$ cat src/rtl/frame_streamer_pkg.sv
// frame_streamer_pkg -- constants shared by the frame streamer slice.
//   PX_WIDTH / PX_HEIGHT : default frame geometry (pixels per line, lines per frame)
//   PIX_CW               : pixel code width
//   state_t              : scan FSM encoding
//   cnt_w()              : counter width for a 0..n-1 range (never below 1 bit)
package frame_streamer_pkg;

  localparam int PX_WIDTH  = 160;
  localparam int PX_HEIGHT = 120;
  localparam int PIX_CW    = 3;

  typedef enum logic [1:0] {
    S_IDLE = 2'd0,
    S_ADDR = 2'd1,
    S_DATA = 2'd2,
    S_OUT  = 2'd3
  } state_t;

  function automatic int cnt_w(input int n);
    return (n <= 1) ? 1 : $clog2(n);
  endfunction

endpackage

$ cat src/rtl/frame_streamer_if.sv
// frame_streamer_if -- pixel stream from the frame streamer to its consumer.
//   pix_code  : streamed pixel code
//   pix_valid : code/eol/eof valid
//   pix_ready : consumer accepts when pix_valid && pix_ready
//   pix_eol   : current pixel is last of its line
//   pix_eof   : current pixel is last of the frame
// master = streamer side, slave = consumer side.
interface frame_streamer_if;
  import frame_streamer_pkg::*;

  logic [PIX_CW-1:0] pix_code;
  logic              pix_valid;
  logic              pix_ready;
  logic              pix_eol;
  logic              pix_eof;

  modport master (output pix_code, pix_valid, pix_eol, pix_eof, input  pix_ready);
  modport slave  (input  pix_code, pix_valid, pix_eol, pix_eof, output pix_ready);
endinterface

$ cat src/rtl/frame_streamer.sv
// frame_streamer -- scans a W x H frame buffer in raster order through a
// read port with one cycle of latency and streams the codes out over a
// valid/ready pixel interface, one pixel per ADDR->DATA->OUT round.
//   clk         : clock, rising edge
//   clr         : asynchronous active-low reset
//   frame_start : one-cycle pulse requesting a scan (ignored while busy)
//   rd_addr     : frame-buffer read address (y*W + x)
//   rd_data     : pixel code, valid one cycle after rd_addr
//   pix         : pixel stream (frame_streamer_if.master)
//   busy        : scan in progress
//   overrun     : sticky, frame_start seen while busy
//   frame_cnt   : completed frames, wrapping
//   checksum    : 16-bit sum of the last frame's codes
// Build option: FRAME_STREAMER_CHECKSUM_EN enables the checksum accumulator;
// without it checksum is tied to 0.
module frame_streamer
  import frame_streamer_pkg::*;
#(
  parameter int W  = PX_WIDTH,
  parameter int H  = PX_HEIGHT,
  parameter int AW = 16
) (
  input  logic                 clk,
  input  logic                 clr,
  input  logic                 frame_start,
  output logic [AW-1:0]        rd_addr,
  input  logic [PIX_CW-1:0]    rd_data,
  frame_streamer_if.master     pix,
  output logic                 busy,
  output logic                 overrun,
  output logic [15:0]          frame_cnt,
  output logic [15:0]          checksum
);

  localparam int XW = cnt_w(W);
  localparam int YW = cnt_w(H);
  localparam logic [XW-1:0] X_LAST = XW'(W - 1);
  localparam logic [YW-1:0] Y_LAST = YW'(H - 1);

  state_t            state_q, state_d;
  logic [XW-1:0]     x_q, x_d;
  logic [YW-1:0]     y_q, y_d;
  logic [AW-1:0]     addr_q, addr_d;
  logic [PIX_CW-1:0] code_q, code_d;
  logic              vld_q, vld_d;
  logic              eol_q, eol_d;
  logic              eof_q, eof_d;
  logic              ovr_q, ovr_d;
  logic [15:0]       fcnt_q, fcnt_d;
`ifdef FRAME_STREAMER_CHECKSUM_EN
  logic [15:0]       sum_q, sum_d;
  logic [15:0]       csum_q, csum_d;
`endif

  always_comb begin
    state_d = state_q;
    x_d     = x_q;
    y_d     = y_q;
    addr_d  = addr_q;
    code_d  = code_q;
    vld_d   = vld_q;
    eol_d   = eol_q;
    eof_d   = eof_q;
    // Any request outside IDLE is dropped but remembered, including one
    // landing on the last-pixel handshake.
    ovr_d   = ovr_q | (frame_start && (state_q != S_IDLE));
    fcnt_d  = fcnt_q;
`ifdef FRAME_STREAMER_CHECKSUM_EN
    sum_d   = sum_q;
    csum_d  = csum_q;
`endif
    unique case (state_q)
      S_IDLE: begin
        if (frame_start) begin
          x_d     = '0;
          y_d     = '0;
          addr_d  = '0;
`ifdef FRAME_STREAMER_CHECKSUM_EN
          sum_d   = '0;
`endif
          state_d = S_ADDR;
        end
      end
      // rd_addr is already stable; the read completes during DATA.
      S_ADDR: state_d = S_DATA;
      S_DATA: begin
        code_d  = rd_data;
        vld_d   = 1'b1;
        eol_d   = (x_q == X_LAST);
        eof_d   = (x_q == X_LAST) && (y_q == Y_LAST);
        state_d = S_OUT;
      end
      S_OUT: begin
        if (pix.pix_ready) begin
          vld_d = 1'b0;
`ifdef FRAME_STREAMER_CHECKSUM_EN
          sum_d = sum_q + 16'(code_q);
`endif
          if (eof_q) begin
            fcnt_d  = fcnt_q + 16'd1;
`ifdef FRAME_STREAMER_CHECKSUM_EN
            csum_d  = sum_q + 16'(code_q);
`endif
            state_d = S_IDLE;
          end else begin
            // Raster order makes y*W+x a plain increment.
            if (eol_q) begin
              x_d = '0;
              y_d = y_q + YW'(1);
            end else begin
              x_d = x_q + XW'(1);
            end
            addr_d  = addr_q + AW'(1);
            state_d = S_ADDR;
          end
        end
      end
      default: state_d = S_IDLE;
    endcase
  end

  always_ff @(posedge clk or negedge clr) begin
    if (!clr) begin
      state_q <= S_IDLE;
      x_q     <= '0;
      y_q     <= '0;
      addr_q  <= '0;
      code_q  <= '0;
      vld_q   <= 1'b0;
      eol_q   <= 1'b0;
      eof_q   <= 1'b0;
      ovr_q   <= 1'b0;
      fcnt_q  <= '0;
`ifdef FRAME_STREAMER_CHECKSUM_EN
      sum_q   <= '0;
      csum_q  <= '0;
`endif
    end else begin
      state_q <= state_d;
      x_q     <= x_d;
      y_q     <= y_d;
      addr_q  <= addr_d;
      code_q  <= code_d;
      vld_q   <= vld_d;
      eol_q   <= eol_d;
      eof_q   <= eof_d;
      ovr_q   <= ovr_d;
      fcnt_q  <= fcnt_d;
`ifdef FRAME_STREAMER_CHECKSUM_EN
      sum_q   <= sum_d;
      csum_q  <= csum_d;
`endif
    end
  end

  assign rd_addr       = addr_q;
  assign pix.pix_code  = code_q;
  assign pix.pix_valid = vld_q;
  assign pix.pix_eol   = eol_q;
  assign pix.pix_eof   = eof_q;
  assign busy          = (state_q != S_IDLE);
  assign overrun       = ovr_q;
  assign frame_cnt     = fcnt_q;
`ifdef FRAME_STREAMER_CHECKSUM_EN
  assign checksum      = csum_q;
`else
  assign checksum      = 16'd0;
`endif

endmodule
$ cat src/flat_wrapper.sv
// flat-port wrapper written by rule: the top's interface ports become plain ports
module frame_streamer_flat import frame_streamer_pkg::*;
#(
  parameter int W  = PX_WIDTH,
  parameter int H  = PX_HEIGHT,
  parameter int AW = 16
)
  (clk, clr, frame_start, rd_addr, rd_data, busy, overrun, frame_cnt, checksum, pix_pix_code, pix_pix_valid, pix_pix_eol, pix_pix_eof, pix_pix_ready);
  frame_streamer_if pix_i ();
  input  logic clk;
  input  logic clr;
  input  logic frame_start;
  output logic [AW-1:0] rd_addr;
  input  logic [PIX_CW-1:0] rd_data;
  output logic busy;
  output logic overrun;
  output logic [15:0] frame_cnt;
  output logic [15:0] checksum;
  output wire logic [$bits(pix_i.pix_code)-1:0] pix_pix_code;
  output wire logic [$bits(pix_i.pix_valid)-1:0] pix_pix_valid;
  output wire logic [$bits(pix_i.pix_eol)-1:0] pix_pix_eol;
  output wire logic [$bits(pix_i.pix_eof)-1:0] pix_pix_eof;
  input wire logic [$bits(pix_i.pix_ready)-1:0] pix_pix_ready;
  assign pix_pix_code = pix_i.pix_code;
  assign pix_pix_valid = pix_i.pix_valid;
  assign pix_pix_eol = pix_i.pix_eol;
  assign pix_pix_eof = pix_i.pix_eof;
  assign pix_i.pix_ready = pix_pix_ready;
  frame_streamer #(.W(W), .H(H), .AW(AW)) u_core (.clk(clk), .clr(clr), .frame_start(frame_start), .rd_addr(rd_addr), .rd_data(rd_data), .pix(pix_i), .busy(busy), .overrun(overrun), .frame_cnt(frame_cnt), .checksum(checksum));
endmodule
$ cat config.mk
export PLATFORM = sky130hd
export DESIGN_NAME = frame_streamer_flat
export DESIGN_NICKNAME = d
export VERILOG_FILES = /design/src/rtl/frame_streamer_pkg.sv /design/src/rtl/frame_streamer_if.sv /design/src/rtl/frame_streamer.sv /design/src/flat_wrapper.sv
export SDC_FILE = /design/constraint.sdc
export NUM_CORES = 1
export LEC_CHECK = 0
export ABC_AREA = 0
export CORE_MARGIN = 5
export CORE_UTILIZATION = 53
export CTS_BUF_LIST = sky130_fd_sc_hd__clkbuf_16
export CTS_CLUSTER_SIZE = 40
export DETAILED_ROUTE_END_ITERATION = 6
export PLACE_DENSITY = 0.83
export SYNTH_ARGS = -nofsm -noshare
export SYNTH_HDL_FRONTEND = slang
export SYNTH_SLANG_ARGS = --single-unit
$ cat constraint.sdc
create_clock -name clk -period 4.4 [get_ports clk]
set_input_delay 0.44 -clock clk [delete_from_list [all_inputs] [get_ports clk]]
set_output_delay 0.44 -clock clk [all_outputs]
set_load 0.02 [all_outputs]
# Yosys cells after proc, flatten, opt, wreduce, memory -nomap -nowiden
# Cells that the tools add are included.
[classes] add_sub_neg=4 multipliers=0 div_mod_pow=0 magnitude_cmp=0 n_eq_ne=9 n_shift=0 mux=20 n_bitwise=1 reduce_logical=11
[op_table] operator="$mux W16" n=3
[op_table] operator="$add A16 B1 Y16 const B" n=2
[op_table] operator="$mux W8" n=4
[op_table] operator="$pmux W16 S2" n=1
[op_table] operator="$mux W7" n=4
[op_table] operator="$pmux W8 S2" n=1
[op_table] operator="$pmux W7 S2" n=1
[op_table] operator="$add A8 B1 Y8 const B" n=1
[op_table] operator="$eq A8 B8 Y1 const B" n=1
[op_table] operator="$pmux W2 S4" n=1
[op_table] operator="$add A7 B1 Y7 const B" n=1
[op_table] operator="$eq A7 B7 Y1 const B" n=1
[op_table] operator="$ne A2 B2 Y1 const B" n=3
[op_table] operator="$reduce_bool A2 Y1" n=3
[op_table] operator="$reduce_and A5 Y1" n=1
[op_table] operator="$eq A2 B2 Y1 const B" n=2
[op_table] operator="$mux W2" n=2
[op_table] operator="$reduce_and A2 Y1" n=2
[op_table] operator="$reduce_and A4 Y1" n=1
[op_table] operator="$reduce_and A3 Y1" n=1
[op_table] operator="$eq A2 B1 Y1 const B" n=1
[op_table] operator="$logic_and A1 B1 Y1" n=2
[op_table] operator="$logic_not A2 Y1" n=1
[op_table] operator="$mux W1" n=2
[op_table] operator="3 further kinds" n=3
[totals] regBits=56 latch_bits=0 mem_bits_rw=0 rom_bits=0 output_inout_bits=56 word_cells=55 mem_count=0

# Longest topological paths before layout
# Gate-level depths: netlist (run 1).
[logic_depth] word_depth=5 mapped_depth=9 mapped_depth_nobuf=6

# Least setup slack after synthesis (run 1)
# OpenSTA, ideal clock, no wires.
[synth_path] kind="flip-flop to flip-flop" start="reg u_core.state_q[0]" end="reg u_core.addr_q[8], in the netlist u_core.rd_addr[8]" arrival_time_ps=1816 required_ps=4323 setup_slack_ps=2507 stages_incl_launch_ff=7 synth_period_minus_slack_ps=1893 cell_sequence="dfrtp_1 > inv_1 > ha_1 > nor2b_2 > o2111ai_1 > or4_1 > a21oi_1"
[synth_via] elab_chain_len=3 word_cells_on_any_way=8 classes_between="eq/ne (4); mux (1); reduce/logical (3)"
[synth_rtl] item="from (decl)" line="frame_streamer.sv:40" text="state_t state_q, state_d;"
[synth_rtl] item="from (signal assigned)" line="frame_streamer.sv:139" text="state_q <= state_d;"
[synth_rtl] item="$eq A2 B2 Y1 or $logic_not A2 Y1 (tied branches)" line="frame_streamer.sv:72" text="unique case (state_q)"
[synth_rtl] item="$ne A2 B2 Y1 (no line) or $reduce_bool A2 Y1 (tied branches)"
[synth_rtl] item="$reduce_and A4 Y1 (no line)"
[synth_rtl] item="to (signal assigned)" line="frame_streamer.sv:142" text="addr_q <= addr_d;"
[synth_rtl] item="to (decl)" line="frame_streamer.sv:43" text="logic [AW-1:0] addr_q, addr_d;"
# Several ways; a longest one is shown, not always the timed one.
# A chain may end at the register's enable or synchronous reset.

# Final worst setup path (run 1)
[layout_path] start="reg u_core.state_q[1]" end="reg u_core.addr_q[11], in the netlist u_core.rd_addr[11]"
# The elaborated chain is that of the path after synthesis.

==> impl_metrics.env, run 1 <==
export IMPL_synth_edf_count=0
export IMPL_synth_avg_cell_area_sq_um=9.76
export IMPL_cts_htree_levels=2
export IMPL_hold_viol_final=0
export IMPL_nNetsFinal=363
export IMPL_wl_um=6100
export IMPL_outcome="finished clean"
export IMPL_vias=2371
export IMPL_hold_path_class="in -> async"
export IMPL_clkSlewWorstSetupHoldPaths_ns=0.07
export IMPL_gp_congestion=0.755
export IMPL_rsz0062_at_grt="false"
export IMPL_cp_data_arrival_time_ns=2.75
export IMPL_cp_start_kind="flop"
export IMPL_ioPinCount=63
export IMPL_synth_top_area_cell="dfrtp_1"
export IMPL_skew_ns=0.00497
export IMPL_antenna_found_initial=0
export IMPL_drc=0
export IMPL_cts_hold_buf=0
export IMPL_p_per_area_nw_per_um2=452
export IMPL_fp_dieW_um=85.1
export IMPL_wire_per_inst_um=14.5
export IMPL_final_area_sq_um=3580
export IMPL_drt_vias_per_instance=5.63
export IMPL_synth_compound_area_frac=0.112
export IMPL_crit_slowest_cell="or4_1"
export IMPL_grt_max_degree=57
export IMPL_num_rows=27
export IMPL_endpoint_kind="flop"
export IMPL_coreArea_sq_um=5510
export IMPL_drt_first_pass_iters=4
export IMPL_fp_dieH_um=85.1
export IMPL_synth_area_top_cells="dfrtp_1 47%, buf_4 4.3%, nand2_1 4.1%"
export IMPL_finalSetupViolations=0
export IMPL_postPlaceCellArea_sq_um=3420
export IMPL_p_leak_nw=1.54
export IMPL_timing_hold_ws_ns=0.278
export IMPL_critPathRequiredTime_ns=4.62
export IMPL_synth_most_common_cell="dfrtp_1"
export IMPL_place_hpwl_um=4340
export IMPL_period_minus_slack_ns=2.53
export IMPL_relSlewSlack=0.335
export IMPL_ir_drop_uv=221
export IMPL_cap_violations=0
export IMPL_layout_area_seq_sq_um=1400
export IMPL_layout_drive_gt1_share=0.0659
export IMPL_numCtsBuffers=5
export IMPL_synth_seq_cells=56
export IMPL_tritoncts="yes"
export IMPL_cts_buffer_depth=2
export IMPL_setup_ws_ns=1.87
export IMPL_cts_setup_buffers=0
export IMPL_yosys_area_share_adder=0.0335
export IMPL_multi_input_area_sq_um=1430
export IMPL_gr_usage_all_layers=0.172
export IMPL_diodes=0
export IMPL_area_growth_pct=19.9
export IMPL_fin_crit_sh=0.575
export IMPL_dieArea_sq_um=7230
export IMPL_yosys_warnings=0
export IMPL_grt_pass1_vias=2219
export IMPL_syn_instance_count=306
export IMPL_crit_chain="ha_1 > and2b_4 > o211ai_2 > or4_1 > a21oi_1"
export IMPL_synth_common_cells="56 x dfrtp_1, 33 x nand2_1, 24 x nand3_1"
export IMPL_overflow=0
export IMPL_critPathMaxStageDelay_ns=0.65
export IMPL_yosysSeqAreaShare=0.469
export IMPL_yosys_area_share_simple=0.231
export IMPL_worst_pin_slew_ns=0.995
export IMPL_cts_sinks=56
export IMPL_postSynth_asyncResetShare=1.00
export IMPL_nFillCells=436
export IMPL_dp_worst_setup_slack_ns=1.89
export IMPL_timing_setup_tns_ns=0
export IMPL_start_util=0.542
export IMPL_max_freq_mhz=395
export IMPL_netlist_area_sq_um=2990
export IMPL_ys_flop_type="dfrtp_1"
export IMPL_clock_latency_ns=0.29
export IMPL_clockRootBuffer="clkbuf_16"
export IMPL_fin_util=0.650
export IMPL_drt_iter0_markers=158
export IMPL_synth_top_family_by_area="simple AND/OR/NAND/NOR gates"
export IMPL_postRouteAntennaNets=0
export IMPL_muxShareOfSynthArea=0.0356
export IMPL_ys_types=48
export IMPL_grt_first_pass_wirelength_um=10200
export IMPL_finalMaxSlewViolations=0
export IMPL_synth_top_area_frac=0.469
export IMPL_worstSetupPathType="reg -> reg"
export IMPL_crit_path_max_fanout=29
export IMPL_cts_resized=0
export IMPL_portBuffers=46
export IMPL_synth_xor_area_frac=0.0469
[final timing paths]
check,start,to,slack [ns],cells past startpoint
max in group asynchronous,clr,u_core.frame_cnt[3],3.65,2
max,u_core.state_q[1],u_core.rd_addr[11],1.87,5
min reg2reg,u_core.overrun,u_core.overrun,0.46,1
max reg2reg,u_core.state_q[1],u_core.rd_addr[11],1.87,5
min,clr,u_core.rd_addr[14],0.28,2
min in group clk,u_core.overrun,u_core.overrun,0.46,1
[layout by cell type (no fill, tap or decap), types with 2 or more instances in the layout]
cell             instances
inv_1                    8
nand3_1                 24
or4_1                   10
conb_1                  16
clkbuf_16                5
clkinv_1                 2
or3_1                    6
and3_1                   5
dfrtp_1                 56
o31ai_1                  8
a22o_1                   3
clkdlybuf4s50_1         45
nand2_1                 33
mux2i_1                  5
o21ai_0                 20
and4_1                   3
ha_1                     8
nor3_1                   3
nand2b_1                 6
xor2_1                   4
xnor2_1                 12
a21oi_1                  9
nor4_1                   2
or2_2                    3
nor2_1                  11
mux2_2                   5
nand4_1                 14
[metal layers]
metal  vias up  GRT usage  wire [um]
li1       1157          -          -
met1      1151      0.216       2660
met2        51      0.285       3030
met3        12     0.0398        287
met4         0     0.0705        125
met5         -          0          0
[state kept, by name (all words and copies together), names as in the netlist]
name	cells
u_core.state_q	2
u_core.pix.pix_code	3
u_core.y_q	7
u_core.x_q	8
u_core.pix.pix_valid	1
u_core.pix.pix_eof	1
u_core.pix.pix_eol	1
u_core.overrun	1
u_core.frame_cnt	16
u_core.rd_addr	16
[cell type report]
type / instances / area share
Tap cell: 72 / 0.0252
Clock buffer: 5 / 0.0350
Inverter: 8 / 0.00839
Clock inverter: 3 / 0.0105
Sequential cell: 56 / 0.391
Timing Repair Buffer: 47 / 0.129
Multi-Input combinational cell: 230 / 0.400
[per-stage QoR]
step	instances	total power, mW
after floorplan	321	1.07
after global placement	413	1.17
after detailed placement	413	1.20
after CTS	421	1.63
after global routing	421	1.72
final	421	1.62
[report_power, final]
group	total, mW	switching [mW]	leakage (nW)	internal (mW)
clock network	0.430	0.166	0.0789	0.264
logic	0.550	0.360	0.703	0.191
registers	0.636	0.0588	0.760	0.577
[worst max-delay path: cells and delay by family, from the launching register on]
family | cells | cell delay [ns]
compound gates | 2 | 0.56
flops | 1 | 0.40
simple gates | 2 | 0.93
fa+ha+maj | 1 | 0.56
[logic make-up after synthesis]
family,Yosys count
AOI/OAI and AO/OA,52
muxes,10
adders and majority gates,8
xor gates and xnor gates,16
DFF,56
buffers and inverters,35
other,1
and+or+nand+nor,128
Note: power is estimated with default switching activity, not from simulation.
==> run 2, diff against run 1 <==
--- a/config.mk
+++ b/config.mk
@@ -7,11 +7,11 @@
 export LEC_CHECK = 0
 export ABC_AREA = 0
 export CORE_MARGIN = 5
-export CORE_UTILIZATION = 53
+export CORE_UTILIZATION = 51
 export CTS_BUF_LIST = sky130_fd_sc_hd__clkbuf_16
 export CTS_CLUSTER_SIZE = 40
 export DETAILED_ROUTE_END_ITERATION = 6
-export PLACE_DENSITY = 0.83
+export PLACE_DENSITY = 0.8
 export SYNTH_ARGS = -nofsm -noshare
 export SYNTH_HDL_FRONTEND = slang
 export SYNTH_SLANG_ARGS = --single-unit
==> constraint.sdc (replaced) <==
create_clock -name clk -period 2.42 [get_ports clk]
set_input_delay 0.242 -clock clk [delete_from_list [all_inputs] [get_ports clk]]
set_output_delay 0.242 -clock clk [all_outputs]
set_load 0.02 [all_outputs]
==> run 2 against run 1 <==
Cell area rose by 1.7%. Utilization fell by 0.082 points. Sequential power rose by 82%. Hold slack improved by 0.19 ns. Combinational power rose by 100%. Sequential share of layout area fell by 0.66 points. Critical path type unchanged. Largest power group unchanged.
==> impl_metrics.env, run 2 (synthesized netlist as in run 1, its figures left out) <==
export IMPL_r2r_start="u_core.state_q[0]"
export IMPL_p_sw_frac=0.357
export IMPL_outcome="finished clean"
export IMPL_wire_per_inst_um=14.3
export IMPL_cp_data_arrival_time_ns=2.42
export IMPL_numCtsBuffers=5
export IMPL_p_leak_nw=1.58
export IMPL_clockRootBuffer="clkbuf_16"
export IMPL_ioPinCount=63
export IMPL_crit_chain="inv_1 > ha_1 > nand2b_1 > o221ai_1 > or4_1 > nand3_1"
export IMPL_share_comb_of_total_power=0.361
export IMPL_wl_met2_um=3050
export IMPL_cap_violations=0
export IMPL_top_layer_used="met4"
export IMPL_vias=2395
export IMPL_fin_crit_sh=0.904
export IMPL_antenna_found_initial=0
export IMPL_grt_max_degree=30
export IMPL_critPathRequiredTime_ns=2.65
export IMPL_finalMaxSlewViolations=0
export IMPL_gp_congestion=0.806
export IMPL_wl_um=6120
export IMPL_wl_met1_um=2720
export IMPL_wl_met3_um=272
export IMPL_coreArea_sq_um=5610
export IMPL_clock_latency_ns=0.29
export IMPL_seqPwrFrac=0.377
export IMPL_dp_worst_setup_slack_ns=0.224
export IMPL_period_minus_slack_ns=2.19
export IMPL_cts_resized=0
export IMPL_skew_ns=0.00817
export IMPL_max_freq_mhz=457
export IMPL_start_util=0.532
export IMPL_cts_htree_levels=2
export IMPL_drc=0
export IMPL_cp_start_kind="flop"
export IMPL_critPathMaxStageDelay_ns=0.60
export IMPL_cp_depth=6
export IMPL_drt_first_pass_iters=5
export IMPL_finalSetupViolations=0
export IMPL_grt_first_pass_wirelength_um=10600
export IMPL_cts_sinks=56
export IMPL_postRouteAntennaNets=0
export IMPL_r2r_end="u_core.y_q[5]"
export IMPL_clkSlewWorstSetupHoldPaths_ns=0.07
export IMPL_p_per_area_nw_per_um2=841
export IMPL_ir_drop_uv=510
export IMPL_num_rows=27
export IMPL_layout_drive_gt1_share=0.0817
export IMPL_dieArea_sq_um=7480
export IMPL_final_cell_mix="56 x dfrtp_1, 45 x clkdlybuf4s50_1, 33 x nand2_1"
export IMPL_hold_path_class="reg -> reg"
export IMPL_drt_iter0_markers=130
export IMPL_drt_vias_per_instance=5.61
export IMPL_crit_slowest_cell="or4_1"
export IMPL_setup_ws_ns=0.231
export IMPL_timing_hold_ws_ns=0.470
export IMPL_crit_path_max_fanout=12
export IMPL_path_buf_inv=1
export IMPL_tritoncts="yes"
export IMPL_layout_commonest_cell="dfrtp_1"
export IMPL_relSlewSlack=0.416
export IMPL_cellInternalPower_mw=1.97
export IMPL_portBuffers=46
export IMPL_endpoint_kind="flop"
export IMPL_rr_worst_depth=6
export IMPL_power_frac_clock=0.261
export IMPL_fp_dieH_um=86.5
export IMPL_gr_usage_all_layers=0.172
export IMPL_cpLargestDelayFamily="simple AND/OR/NAND/NOR gates"
export IMPL_cts_buffer_depth=2
export IMPL_overflow=0
export IMPL_worstSetupPathType="reg -> reg"
export IMPL_grt_pass1_vias=2281
export IMPL_area_growth_pct=22.0
export IMPL_hold_viol_final=0
export IMPL_timing_setup_tns_ns=0
export IMPL_crit_start="u_core.state_q[0]"
export IMPL_final_area_sq_um=3640
export IMPL_place_hpwl_um=4350
export IMPL_switching_power_mw=1.09
export IMPL_rsz0062_at_grt="false"
export IMPL_postPlaceCellArea_sq_um=3470
export IMPL_diodes=0
export IMPL_nNetsFinal=369
export IMPL_fp_dieW_um=86.5
export IMPL_total_power_mw=3.06
export IMPL_worst_pin_slew_ns=0.876
export IMPL_setup_worst_path_end="u_core.y_q[5]"
export IMPL_r2r_slack_ns=0.23
-- run 2: changes by cell type in the layout (fill, tap and decap cells not counted), sizes merged --
cell | before | now
buf | 2 | 7
clkinv | 2 | 1
dlygate4sd3 | 0 | 1
inv | 8 | 9
-- run 2: repair_timing --
| item | CTS | global route |
|---|---|---|
| endpoints found under the hold margin | 25 | 0 |
| hold buffers | 1 | 0 |
| buffers inserted | 0 | 0 |
-- run 2: worst min path at each step --
stage / startpoint / end / slack, ns / depth (start not counted)
CTS: u_core.overrun / u_core.overrun / 0.47 / 1
global placement: clr / u_core.x_q[1] / 0.28 / 1
floorplan: clr / u_core.frame_cnt[0] / -0.05 / 0
finish: u_core.overrun / u_core.overrun / 0.47 / 1
detailed placement: clr / u_core.x_q[1] / 0.28 / 1
global route: u_core.overrun / u_core.overrun / 0.50 / 1
-- run 2: stage by stage --
step	cells	util
2_1_floorplan	321	-
3_3_place_gp	418	0.618
3_5_place_dp	418	0.618
4_1_cts	427	0.649
5_1_grt	427	0.649
6_report	427	0.649
-- run 2: area by class of cell --
cell class                 instances  area, sq um
fill                             461         1970
multi-input combinational        230         1430
sequential                        56         1400
timing repair buffer              53          523
clock buffer                       5          125
tap                               72         90.1
clock inverter                     3         38.8
inverter                           8         30.0
-- run 2: per-layer routing --
layer | up-vias | track usage
met4 | 0 | 0.0510
li1 | 1167 | -
met2 | 64 | 0.277
met5 | - | 0
met3 | 8 | 0.0295
met1 | 1156 | 0.239
-- run 2: power by group through the flow --
stage	clock network, mW	logic [mW]	registers, mW
after global routing	0.845	1.24	1.17
after CTS	0.814	1.11	1.15
final	0.800	1.11	1.16
after detailed placement	0	1.10	1.17
after floorplan	0	0.735	1.21
after global placement	0	1.08	1.17
-- run 2: worst reg2reg max path, delay by kind of cell, from the launching register on --
family / cells / cell delay [ns]
and+or+nand+nor: 3 / 0.93
AOI/OAI and AO/OA: 1 / 0.45
DFF: 1 / 0.39
adders and majority gates: 1 / 0.26
buffers and inverters: 1 / 0.10
==> run 3, diff against run 2 <==
==> constraint.sdc (replaced) <==
create_clock -name clk -period 2.42 [get_ports clk]
set_input_delay 0.242 -clock clk [delete_from_list [all_inputs] [get_ports clk]]
set_output_delay 0.242 -clock clk [all_outputs]
set_load 0.05 [all_outputs]
==> results of run 3 <==
Same layout as run 2 (identical final DEF). Status: finished clean.
Among the figures that moved: total power 3.06 mW -> 3.22 mW; worst IR drop on VDD 510 uV -> 548 uV
